<file path="config.mk">
export PLATFORM = sky130hd
export DESIGN_NAME = imm_decode_stage_flat
export DESIGN_NICKNAME = d
export VERILOG_FILES = /design/src/rtl/imm_decode_stage_if.sv /design/src/rtl/imm_decode_stage.sv /design/src/flat_wrapper.sv
export SDC_FILE = /design/constraint.sdc
export NUM_CORES = 1
export LEC_CHECK = 0
export ABC_AREA = 1
export CAP_MARGIN = 40
export CORE_MARGIN = 3
export CORE_UTILIZATION = 47
export CTS_CLUSTER_DIAMETER = 40
export DETAILED_ROUTE_END_ITERATION = 8
export PLACE_DENSITY = 0.81
export SLEW_MARGIN = 20
export SYNTH_ARGS = -nofsm -noshare
export SYNTH_HDL_FRONTEND = slang
export SYNTH_SLANG_ARGS = --single-unit
export TNS_END_PERCENT = 5
</file>
<file path="constraint.sdc">
create_clock -name clk -period 1.4 [get_ports clk]
set_input_delay 0.28 -clock clk [delete_from_list [all_inputs] [get_ports clk]]
set_output_delay 0.28 -clock clk [all_outputs]
set_load 0.01 [all_outputs]
</file>
<file path="src/rtl/imm_decode_stage_if.sv">
// Handshake bundle between fetch, the decode stage and register read.
interface imm_decode_stage_if #(
  parameter int unsigned XLEN = 32
);

  logic            flush;
  logic            in_valid;
  logic            in_ready;
  logic [31:0]     in_instr;
  logic [XLEN-1:0] in_pc;
  logic            out_valid;
  logic            out_ready;
  logic [XLEN-1:0] out_imm;
  logic [2:0]      out_fmt;
  logic            out_illegal;
  logic [31:0]     out_instr;
  logic [XLEN-1:0] out_pc;

  // Driver side: produces instructions and consumes decoded results.
  modport master (
    output flush,
    output in_valid,
    output in_instr,
    output in_pc,
    output out_ready,
    input  in_ready,
    input  out_valid,
    input  out_imm,
    input  out_fmt,
    input  out_illegal,
    input  out_instr,
    input  out_pc
  );

  // Stage side.
  modport slave (
    input  flush,
    input  in_valid,
    input  in_instr,
    input  in_pc,
    input  out_ready,
    output in_ready,
    output out_valid,
    output out_imm,
    output out_fmt,
    output out_illegal,
    output out_instr,
    output out_pc
  );

endinterface

</file>
<file path="src/rtl/imm_decode_stage.sv">
// Instruction-format decode and immediate extraction with a 2-entry skid buffer.
// Decode happens on the input side; the buffered head entry drives the outputs
// straight from flops, and in_ready depends only on registered occupancy and rst.
module imm_decode_stage #(
  parameter int unsigned XLEN = 32
) (
  input  logic              clk,
  input  logic              rst,
  imm_decode_stage_if.slave bus
);

  localparam int unsigned SHAMT_W = (XLEN == 64) ? 6 : 5;

  localparam logic [6:0] OP_LOAD   = 7'b0000011;
  localparam logic [6:0] OP_MISC   = 7'b0001111;
  localparam logic [6:0] OP_IMM    = 7'b0010011;
  localparam logic [6:0] OP_AUIPC  = 7'b0010111;
  localparam logic [6:0] OP_STORE  = 7'b0100011;
  localparam logic [6:0] OP_OP     = 7'b0110011;
  localparam logic [6:0] OP_LUI    = 7'b0110111;
  localparam logic [6:0] OP_BRANCH = 7'b1100011;
  localparam logic [6:0] OP_JALR   = 7'b1100111;
  localparam logic [6:0] OP_JAL    = 7'b1101111;
  localparam logic [6:0] OP_SYSTEM = 7'b1110011;

  localparam logic [2:0] FMT_R = 3'd0;
  localparam logic [2:0] FMT_I = 3'd1;
  localparam logic [2:0] FMT_S = 3'd2;
  localparam logic [2:0] FMT_B = 3'd3;
  localparam logic [2:0] FMT_U = 3'd4;
  localparam logic [2:0] FMT_J = 3'd5;

  typedef struct packed {
    logic [XLEN-1:0] imm;
    logic [2:0]      fmt;
    logic            illegal;
    logic [31:0]     instr;
    logic [XLEN-1:0] pc;
  } entry_t;

  typedef enum logic [1:0] {
    ST_EMPTY = 2'd0,
    ST_ONE   = 2'd1,
    ST_TWO   = 2'd2
  } state_e;

  state_e state_q, state_d;
  entry_t head_q, head_d;
  entry_t tail_q, tail_d;

  logic [31:0]     ins_c;
  logic [6:0]      opc_c;
  logic [2:0]      funct3_c;
  logic [XLEN-1:0] dec_imm_c;
  logic [2:0]      dec_fmt_c;
  logic            dec_illegal_c;
  entry_t          new_entry_c;
  logic            in_ready_c;
  logic            out_valid_c;
  logic            accept_c;
  logic            drain_c;

  assign ins_c    = bus.in_instr;
  assign opc_c    = ins_c[6:0];
  assign funct3_c = ins_c[14:12];

  // Classify the incoming opcode and assemble its sign/zero-extended immediate.
  always_comb begin
    dec_imm_c     = '0;
    dec_fmt_c     = FMT_R;
    dec_illegal_c = 1'b0;
    case (opc_c)
      OP_LOAD, OP_MISC, OP_JALR, OP_SYSTEM: begin
        dec_fmt_c = FMT_I;
        dec_imm_c = XLEN'($signed(ins_c[31:20]));
      end
      OP_IMM: begin
        dec_fmt_c = FMT_I;
        // Shifts carry an unsigned shamt; upper bits hold funct7, not immediate.
        if (funct3_c == 3'b001 || funct3_c == 3'b101) begin
          dec_imm_c = XLEN'(ins_c[20 +: SHAMT_W]);
        end else begin
          dec_imm_c = XLEN'($signed(ins_c[31:20]));
        end
      end
      OP_STORE: begin
        dec_fmt_c = FMT_S;
        dec_imm_c = XLEN'($signed({ins_c[31:25], ins_c[11:7]}));
      end
      OP_BRANCH: begin
        dec_fmt_c = FMT_B;
        dec_imm_c = XLEN'($signed({ins_c[31], ins_c[7], ins_c[30:25], ins_c[11:8], 1'b0}));
      end
      OP_LUI, OP_AUIPC: begin
        dec_fmt_c = FMT_U;
        dec_imm_c = XLEN'($signed({ins_c[31:12], 12'b0}));
      end
      OP_JAL: begin
        dec_fmt_c = FMT_J;
        dec_imm_c = XLEN'($signed({ins_c[31], ins_c[19:12], ins_c[20], ins_c[30:21], 1'b0}));
      end
      OP_OP: begin
        dec_fmt_c = FMT_R;
      end
      default: begin
        // Unknown opcodes still flow through so the pipeline can trap on them.
        dec_illegal_c = 1'b1;
      end
    endcase
  end

  // Bundle decode result with the pass-through fields for buffering.
  always_comb begin
    new_entry_c         = '0;
    new_entry_c.imm     = dec_imm_c;
    new_entry_c.fmt     = dec_fmt_c;
    new_entry_c.illegal = dec_illegal_c;
    new_entry_c.instr   = ins_c;
    new_entry_c.pc      = bus.in_pc;
  end

  assign in_ready_c  = (state_q != ST_TWO) && !rst;
  assign out_valid_c = (state_q != ST_EMPTY);
  assign accept_c    = bus.in_valid && in_ready_c && !bus.flush;
  assign drain_c     = out_valid_c && bus.out_ready;

  // Occupancy next-state and buffer entry updates; flush empties and zeroes.
  always_comb begin
    state_d = state_q;
    head_d  = head_q;
    tail_d  = tail_q;
    if (bus.flush) begin
      state_d = ST_EMPTY;
      head_d  = '0;
      tail_d  = '0;
    end else begin
      case (state_q)
        ST_EMPTY: begin
          if (accept_c) begin
            state_d = ST_ONE;
            head_d  = new_entry_c;
          end
        end
        ST_ONE: begin
          if (accept_c && drain_c) begin
            head_d = new_entry_c;
          end else if (accept_c) begin
            state_d = ST_TWO;
            tail_d  = new_entry_c;
          end else if (drain_c) begin
            state_d = ST_EMPTY;
          end
        end
        ST_TWO: begin
          if (drain_c) begin
            state_d = ST_ONE;
            head_d  = tail_q;
          end
        end
        default: begin
          state_d = ST_EMPTY;
          head_d  = '0;
          tail_d  = '0;
        end
      endcase
    end
  end

  // State and buffer registers with synchronous reset.
  always_ff @(posedge clk) begin
    if (rst) begin
      state_q <= ST_EMPTY;
      head_q  <= '0;
      tail_q  <= '0;
    end else begin
      state_q <= state_d;
      head_q  <= head_d;
      tail_q  <= tail_d;
    end
  end

  assign bus.in_ready    = in_ready_c;
  assign bus.out_valid   = out_valid_c;
  assign bus.out_imm     = head_q.imm;
  assign bus.out_fmt     = head_q.fmt;
  assign bus.out_illegal = head_q.illegal;
  assign bus.out_instr   = head_q.instr;
  assign bus.out_pc      = head_q.pc;

endmodule

</file>
<file path="src/flat_wrapper.sv">
// flat-port wrapper written by rule: the top's interface ports become plain ports
module imm_decode_stage_flat 
#(
  parameter int unsigned XLEN = 32
)
  (clk, rst, bus_flush, bus_in_valid, bus_in_instr, bus_in_pc, bus_out_ready, bus_in_ready, bus_out_valid, bus_out_imm, bus_out_fmt, bus_out_illegal, bus_out_instr, bus_out_pc);
  imm_decode_stage_if #(.XLEN(XLEN)) bus_i ();
  input  logic clk;
  input  logic rst;
  input wire logic [$bits(bus_i.flush)-1:0] bus_flush;
  input wire logic [$bits(bus_i.in_valid)-1:0] bus_in_valid;
  input wire logic [$bits(bus_i.in_instr)-1:0] bus_in_instr;
  input wire logic [$bits(bus_i.in_pc)-1:0] bus_in_pc;
  input wire logic [$bits(bus_i.out_ready)-1:0] bus_out_ready;
  output wire logic [$bits(bus_i.in_ready)-1:0] bus_in_ready;
  output wire logic [$bits(bus_i.out_valid)-1:0] bus_out_valid;
  output wire logic [$bits(bus_i.out_imm)-1:0] bus_out_imm;
  output wire logic [$bits(bus_i.out_fmt)-1:0] bus_out_fmt;
  output wire logic [$bits(bus_i.out_illegal)-1:0] bus_out_illegal;
  output wire logic [$bits(bus_i.out_instr)-1:0] bus_out_instr;
  output wire logic [$bits(bus_i.out_pc)-1:0] bus_out_pc;
  assign bus_i.flush = bus_flush;
  assign bus_i.in_valid = bus_in_valid;
  assign bus_i.in_instr = bus_in_instr;
  assign bus_i.in_pc = bus_in_pc;
  assign bus_i.out_ready = bus_out_ready;
  assign bus_in_ready = bus_i.in_ready;
  assign bus_out_valid = bus_i.out_valid;
  assign bus_out_imm = bus_i.out_imm;
  assign bus_out_fmt = bus_i.out_fmt;
  assign bus_out_illegal = bus_i.out_illegal;
  assign bus_out_instr = bus_i.out_instr;
  assign bus_out_pc = bus_i.out_pc;
  imm_decode_stage #(.XLEN(XLEN)) u_core (.clk(clk), .rst(rst), .bus(bus_i));
endmodule
</file>
* Word level (Yosys, flattened, before mapping)
Index checks and enable logic that the tools add are counted.
** Word-level totals
- Latch bits :: 0
- Logic and storage cells :: 69
- Output and inout port bits :: 102
- Input port bits :: 69
- Register bits :: 202
- Memory bits (writable) :: 0
- Memories :: 0
- ROM bits :: 0
** Operators by class
- Bitwise logic cells :: 1
- Magnitude comparators :: 0
- Shift-type cells :: 0
- Reduce and logical (&&, ||, !) cells :: 19
- Add/subtract/negate cells :: 0
- Div/mod/pow operators :: 0
- Muxes and demuxes :: 16
- Equal/unequal tests :: 22
- Multipliers :: 0
** Operator list (number)
- two-way mux 100 bit :: 4
- one-hot mux 100 bit (3 select lines) :: 1
- one-hot mux 100 bit (2 select lines) :: 1
- one-hot mux 32 bit (6 select lines) :: 1
- two-way mux 32 bit :: 1
- equality test 7 bit, second input constant :: 4
- equality test 7 x 6 -> 1 bit, second input constant :: 3
- one-hot mux 3 bit (5 select lines) :: 1
- equality test 7 x 5 -> 1 bit, second input constant :: 2
- OR reduction 11 bit :: 1
- two-way mux 2 bit :: 5
- != test 2 x 1 -> 1 bit, second input constant :: 4
- equality test 7 x 2 -> 1 bit, second input constant :: 1
- equality test 7 x 4 -> 1 bit, second input constant :: 1
- one-hot mux 2 bit (3 select lines) :: 1
- AND reduction 3 bit :: 2
- OR reduction 2 bit :: 3
- logical AND 1 bit :: 5
- OR reduction 5 bit :: 1
- != test 2 bit, second input constant :: 2
- AND reduction 4 bit :: 1
- OR reduction 4 bit :: 1
- equality test 3 x 1 -> 1 bit, second input constant :: 1
- equality test 3 bit, second input constant :: 1
- 9 further kinds :: 10

* Longest topological paths before layout
Gate-level depths: netlist of run 1.
- Word-level depth :: 7
- Depth in mapped cells :: 11
- Gate-level depth less buffers :: 9

* Worst setup path after synthesis of run 1
No wires, ideal clock.
- Path type :: register to register
- From :: register u_core.state_q[0]
- To :: register u_core.head_q (netlist bit u_core.bus.out_fmt[1])
- Arrival :: 1.351 ns
- Data required time :: 1.284 ns
- Buffers on the path :: 2
- Library setup time :: 0.116 ns
- Cell stages (with the launch flop) :: 10
- Setup slack :: -0.067 ns
- Period minus slack after synthesis :: 1.467 ns
- Cells stage by stage :: dfxtp_1 > inv_2 > nand2_2 > nor2_2 > a31oi_4 > nand2_2 > buf_4 > buf_2 > o21ai_0 > nor2_1
** Between the ends
- Longest elaborated chain between the ends :: 7
- Elaborated cells between the ends (all ways) :: 15
- Classes of those cells :: eq/ne (6); mux (1); reduce/logical (8)
** RTL lines
- from (decl) :: line imm_decode_stage.sv:47 : state_e state_q, state_d;
- from (signal assigned) :: line imm_decode_stage.sv:176 : state_q <= state_d;
- != test 2 bit :: line imm_decode_stage.sv:122 : assign in_ready_c = (state_q != ST_TWO) && !rst;
- logical AND 1 bit :: line imm_decode_stage.sv:122
- logical AND 1 bit (2 in series) :: line imm_decode_stage.sv:124 : assign accept_c = bus.in_valid && in_ready_c && !bus.flush;
- logical AND 1 bit :: line imm_decode_stage.sv:145 : if (accept_c && drain_c) begin
- != test 2 x 1 -> 1 bit (no source line)
- AND reduction 3 bit (no source line)
- to (signal assigned) :: line imm_decode_stage.sv:173 : head_q <= '0;
- to (signal assigned) :: line imm_decode_stage.sv:177 : head_q <= head_d;
- to (decl) :: line imm_decode_stage.sv:48 : entry_t head_q, head_d;
Parallel ways exist; a longest one is shown, timed or not.
A chain may end at the register's enable or synchronous reset.

* Final worst setup path of run 1
- From :: register u_core.state_q[0]
- To :: output port bus_in_ready
** Between the ends
- Longest elaborated chain between the ends :: 2
** RTL lines
- != test 2 bit :: line imm_decode_stage.sv:122
- logical AND 1 bit :: line imm_decode_stage.sv:122
- to (decl) :: line flat_wrapper.sv:15 : output wire logic [$bits(bus_i.in_ready)-1:0] bus_in_ready;
No other way between the ends.

==> out/qor.yml, run 1 <==
run_status:
  outcome: "finished with violations"
  violations: "setup timing"
critical_path:
  cp.required_ns: 1.12
  worstPathArrival_ns: 1.29
  criticalPathCategory: "flop to output port"
  crit_path_end_kind: "output port"
  r2r-start: "u_core.state_q[0]$_SDFFE_PP0P_"
  worstSetupStartpoint: "u_core.state_q[0]$_SDFFE_PP0P_"
  path_max_fanout: 4
  start_kind: "flop"
  r2r_cells: 9
  r2r_slack_ns: -0.14
  worstReg2RegEnd: "u_core.tail_q[95]$_SDFFE_PP0P_"
finish:
  area_growth_syn_to_layout_pct: 38.62
  nets: 1488
  drive_gt1_frac: 0.2481
  fin_area_um2: 12480
  finish.utilization: 0.6785
  nFillCells: 1527
  stdcell_count: 1673
place:
  place_ws_ns: -0.6496
  hpwl_um: 17900
  place.gp.congestion: 0.8989
  placed_area_um2: 11290
  dp_cells: 1609
  io_buffers: 170
drt:
  drc_errors: 0
  dr.pass1.iters: 5
  ant_nets: 0
  drt-total-wl_um: 27570
  drt_iter0_markers: 805
  detail_route.wl_per_cell_um: 16.48
  vias_per_cell: 5.604
  vias: 9376
synthesis:
  syn_avg_cell_area_um2: 7.325
  synthArstFlopShare: 0
  synth.mux.area_fraction: 0
  yosys_warnings: 0
  synthAdderAreaFrac: 0
  ys_ff_latch: 202
  synth_edf_count: 0
  synth_top_family_by_area: "compound AO/OA/AOI/OAI gates"
  synthFlopType: "dfxtp_1"
  synth_top_area_share: 0.4492
  post-synth-top-count-cell: "nor2_1"
  synth_top_area_cell: "dfxtp_1"
  ys_seq_area_frac: 0.4492
  synthCells: 1229
  synth-xor-area-share: 0
  synth_compound_area_frac: 0.2442
  synth_area_leaders: "dfxtp_1 45%, a21oi_1 9.5%, o21ai_0 8.8%"
  yosys.cell_types.count: 27
  synth_common_cells: "212 x nor2_1, 202 x dfxtp_1, 175 x nand2_1"
  synth-simple-area-share: 0.2375
  syn-num-nets: 1298
  syn-cell-area_um2: 9002
clock_tree:
  cts_buffers: 31
  clock-sinks: 202
  cts_tree: "built"
  cts_root_buf: "clkbuf_16"
  htreeDepth: 1
  clkLatencyLatePin_ns: 0.54
  clk_pin_slew_ns: 0.06
  cts_hold_buf: 0
  cts_buffer_depth: 3
power_and_ir_drop:
  p_per_area_nw_per_um2: 1276
  leakage_uw: 0.005423
  power_uw: 15920
  peakVddDrop_mv: 1.144
timing:
  rsz0062_at_grt: "true"
  worst_pin_slew_ns: 0.4171
  slew_violations: 0
  finalWorstPathRequiredPeriod_ns: 1.565
  period_share: 1.118
  relSlewSlack: 0.7219
  max_clock_freq_ghz: 0.6389
  finalHoldViolCount: 0
  skew_ns: 0.006888
  worst_slack_ns: -0.1652
  setup_violations: 120
floorplanning:
  die_h_um: 144.4
  rows: 49
  core_area_um2: 18390
  initial_core_util: 0.4895
  pin_count: 171
  die_w_um: 144.4
  dieArea_um2: 20850
grt:
  grt_antenna_before_repair: 2
  grt_max_degree: 63
  first_global_vias: 8804
  grt.total_usage: 0.2516
  grt_pass1_wl_um: 43460
  overflow: 0
flow_run:
  max_cap_violations: 0
hold_path:
  hold_depth: 3
  min-delay-start: "bus_in_instr[3]"
  hp-class: "input port to flop"
  hold_end: "u_core.tail_q[35]$_SDFFE_PP0P_"
==> per-layer routing <==
metal  wire, um  vias to the layer above  part of all wire  track usage
li1           -                     4554                 -            -
met1      11670                     4351              0.42       0.3355
met2      13090                      406              0.47       0.4172
met3       2064                       63             0.075      0.03869
met4        727                        2             0.026      0.08542
met5         13                        -           0.00047            0
==> kinds of logic (layout without fill, tap and decap cells) <==
kind of cell / after synthesis / count (layout)
flops: 202 / 202
compound gates: 402 / 402
simple gates: 492 / 492
other cells: 0 / 1
buf+inv: 133 / 347
==> layout by cell type (no fill, tap or decap), drive strengths merged <==
cell           Yosys  layout
a31oi              1       1
bufinv             0       8
dlymetal6s2s       0       6
buf               49     150
nor2             220     220
nand3             86      86
clkinvlp           0       2
diode              0       1
dfxtp            202     202
clkinv             0      12
o211ai             1       1
a21oi            170     170
dlygate4sd2        0       1
nand2            185     185
o21ai            183     183
clkdlybuf4s15      0      28
inv               30      31
a211oi             1       1
clkbuf            54      48
clkdlybuf4s50      0      61
o22ai              3       3
and2               1       1
a22o              43      43
==> registers in the layout (all words and copies together) (netlist names) <==
name / count
u_core.bus.out_illegal: 1
u_core.bus.out_instr: 32
u_core.state_q: 2
u_core.tail_q: 100
u_core.bus.out_imm: 32
u_core.bus.out_pc: 32
u_core.bus.out_fmt: 3
==> metrics by stage <==
step | TNS [ns] | hold WS, ns
after CTS | -3.797 | 0.2120
after floorplan | -0.7831 | 0.3931
after detailed placement | -117.28 | 0.4482
after global routing | -21.67 | 0.1261
after global placement | -108.66 | 0.4389
final | -5.647 | 0.1032
==> worst max-delay path, cell delays in order (launching register included) <==
cell and delay [ns]:
dfxtp_4 0.36, inv_4 0.05, nand2_4 0.07, clkinv_4 0.08, nor2_4 0.08, buf_6 0.10
==> worst max path at each step <==
stage / endpoint / slack (ns) / cells past startpoint
after floorplan: u_core.bus.out_fmt[1]$_SDFFE_PP0P_ / -0.03 / 8
after global placement: u_core.bus.out_imm[6]$_SDFFE_PP0P_ / -0.59 / 10
after detailed placement: u_core.bus.out_instr[7]$_SDFFE_PP0P_ / -0.65 / 8
after CTS: bus_in_ready / -0.19 / 5
after global routing: bus_in_ready / -0.22 / 5
final: bus_in_ready / -0.17 / 5
==> what timing repair did <==
item,CTS,global route
gates resized for setup,381,133
setup buffers,2,3
setup endpoints to repair,302,260
pin swaps,6,7
cloned,0,1
==> where the power goes <==
| group | internal, uW | leakage [uW] | switching [uW] |
|---|---|---|---|
| clock | 5730 | 0.000574 | 2870 |
| combinational | 619 | 0.00320 | 772 |
| sequential | 5870 | 0.00165 | 62.7 |
| total | 12200 | 0.00542 | 3700 |
==> area by class of cell <==
type	count	area, um^2	share of cell area
Inverter	30	130.1	0.01043
Clock inverter	23	366.6	0.02938
Tap cell	229	286.5	0.02296
Antenna cell	1	2.502	0.0002005
Timing Repair Buffer	260	2280	0.1827
Clock buffer	34	817.0	0.06547
Sequential cell	202	4083	0.3272
Multi-Input combinational cell	894	4514	0.3617
No activity file was read; power rests on OpenSTA's default activity.
==> inputs of run 2 (changes only) <==
- CORE_ASPECT_RATIO: default -> 0.9
==> out/qor.yml, run 2 (synthesis results as in run 1) <==
floorplanning:
  initial_core_util: 0.4844
  rows: 47
  core_area_um2: 18580
  die_h_um: 137.3
  dieArea_um2: 20850
  die_w_um: 151.9
  pin_count: 171
finish:
  top_register: "u_core.tail_q"
  largest_reg_flops: 100
  n_antenna_cell: 0
  layout_commonest_cell: "nor2_1"
  layout_common_cells: "188 x nor2_1, 169 x nand2_1, 166 x dfxtp_1"
  drive_gt1_frac: 0.2646
  nets: 1505
  area_growth_syn_to_layout_pct: 41.88
  nFillCells: 1475
  stdcell_count: 1704
critical_path:
  cpPeakStageDelay_ns: 0.35
  cp.required_ns: 1.86
  crit_chain: "inv_2 > nand2_4 > nor2_4 > a31oi_4 > nand2_4 > clkinv_8 > buf_12 > buf_12 > nor2_2 > nor2_1"
  path_max_fanout: 7
  start_kind: "flop"
  path_buf_inv: 4
  crit_path_end_kind: "flop"
  criticalPathCategory: "flop to flop"
  r2r_slack_ns: -0.20
  crit_family: "buffers and inverters"
  worstPathArrival_ns: 2.06
  critPathSlowestCell: "dfxtp_2"
  r2r_cells: 10
  path_depth: 10
drt:
  drt-total-wl_um: 28730
  dr.pass1.iters: 7
  drc_errors: 0
  vias_per_cell: 5.589
  drt_iter0_markers: 839
  ant_nets: 0
  vias: 9523
  detail_route.wl_per_cell_um: 16.86
clock_tree:
  cts_root_buf: "clkbuf_16"
  htreeDepth: 1
  cts_tree: "built"
  cts_buffer_depth: 3
  clock-sinks: 202
  cts_hold_buf: 0
  clkLatencyLatePin_ns: 0.54
  cts_buffers: 29
  clk_pin_slew_ns: 0.06
run_status:
  outcome: "finished with violations"
  violations: "setup timing"
grt:
  first_global_vias: 8891
  overflow: 0
  grt_max_degree: 81
  grt_antenna_before_repair: 1
  gr-usage-met3: 0.04271
  grt_pass1_wl_um: 44480
  grtUsageMet1: 0.3422
  grt-busiest-layer: "met2"
  grt.total_usage: 0.2542
  met2_usage: 0.4247
timing:
  worst_slack_ns: -0.1997
  setup_violations: 129
  finalSetupTns_ns: -12.18
  slew_violations: 0
  rsz0062_at_grt: "true"
  relSlewSlack: 0.7470
  skew_ns: 0.02213
  max_clock_freq_ghz: 0.6251
  worst_pin_slew_ns: 0.3756
  finalWorstPathRequiredPeriod_ns: 1.600
  period_share: 1.143
  holdWs_ns: 0.1169
  finalHoldViolCount: 0
place:
  place.gp.congestion: 0.8892
  io_buffers: 170
  hpwl_um: 17880
  dp_cells: 1634
hold_path:
  hold_depth: 3
  hp-class: "input port to flop"
power_and_ir_drop:
  leakage_uw: 0.005563
  p_per_area_nw_per_um2: 1181
  peakVddDrop_mv: 0.9381
flow_run:
  max_cap_violations: 0
[run 2: cell types whose count changed in the layout (fill, tap and decap cells not counted), moves of 8 or more]
cell     before  now
a21oi_1     153  164
a21oi_2      17    6
nor2_2        4   22
buf_12       13   24
o21ai_1      71   81
buf_2        59   51
o21ai_0     107   92
nor2_1      208  188
[run 2: final timing paths]
path	start	to
max	u_core.state_q[0]$_SDFFE_PP0P_	u_core.bus.out_pc[31]$_SDFFE_PP0P_
min	bus_in_instr[3]	u_core.tail_q[35]$_SDFFE_PP0P_
max reg2reg	u_core.state_q[0]$_SDFFE_PP0P_	u_core.bus.out_pc[31]$_SDFFE_PP0P_
min reg2reg	u_core.tail_q[21]$_SDFFE_PP0P_	u_core.tail_q[21]$_SDFFE_PP0P_
[run 2: timing repair]
| item | in CTS | in global routing |
|---|---|---|
| gates resized for setup | 373 | 170 |
| pin swaps | 12 | 24 |
| setup endpoints to repair | 293 | 264 |
| buffers inserted | 4 | 5 |
| gates cloned | 3 | 4 |
[run 2: power by group]
part           internal (uW)  switching, uW  leakage [uW]
clock network           4850           2770      0.000497
logic                    709            821       0.00341
registers               5870           69.6       0.00165
[run 2: stage by stage]
| step | utilization | total power [uW] | setup slack (ns) | area, um^2 |
|---|---|---|---|---|
| global placement | 0.6189 | 7448 | -0.6175 | 11500 |
| floorplan | - | 6718 | -0.02784 | 9017 |
| detailed placement | 0.6189 | 7469 | -0.7219 | 11500 |
| CTS | 0.6858 | 15080 | -0.1933 | 12740 |
| global route | 0.6873 | 15560 | -0.2321 | 12770 |
| finish | 0.6873 | 15090 | -0.1997 | 12770 |
[run 2: metal layers]
metal  routed length [um]  share of wire
met5                   13        0.00045
met4                  639          0.022
met3                 2141          0.075
met2                13400           0.47
met1                12530           0.44
[run 2: worst min-delay path, stage by stage]
cell and delay [ns]:
dlymetal6s2s_1 0.16, a21oi_1 0.09, nor2_1 0.09
[run 2: area by class of cell]
type | count | area, um^2 | share of cell area
repair buffers | 278 | 2656 | 0.2080
multi-input cells | 895 | 4548 | 0.3561
clock inverters | 16 | 220.2 | 0.01724
flip-flops and latches | 202 | 4091 | 0.3203
clock buffers | 38 | 809.5 | 0.06338
inverters | 30 | 140.1 | 0.01097
well taps | 245 | 306.5 | 0.02400
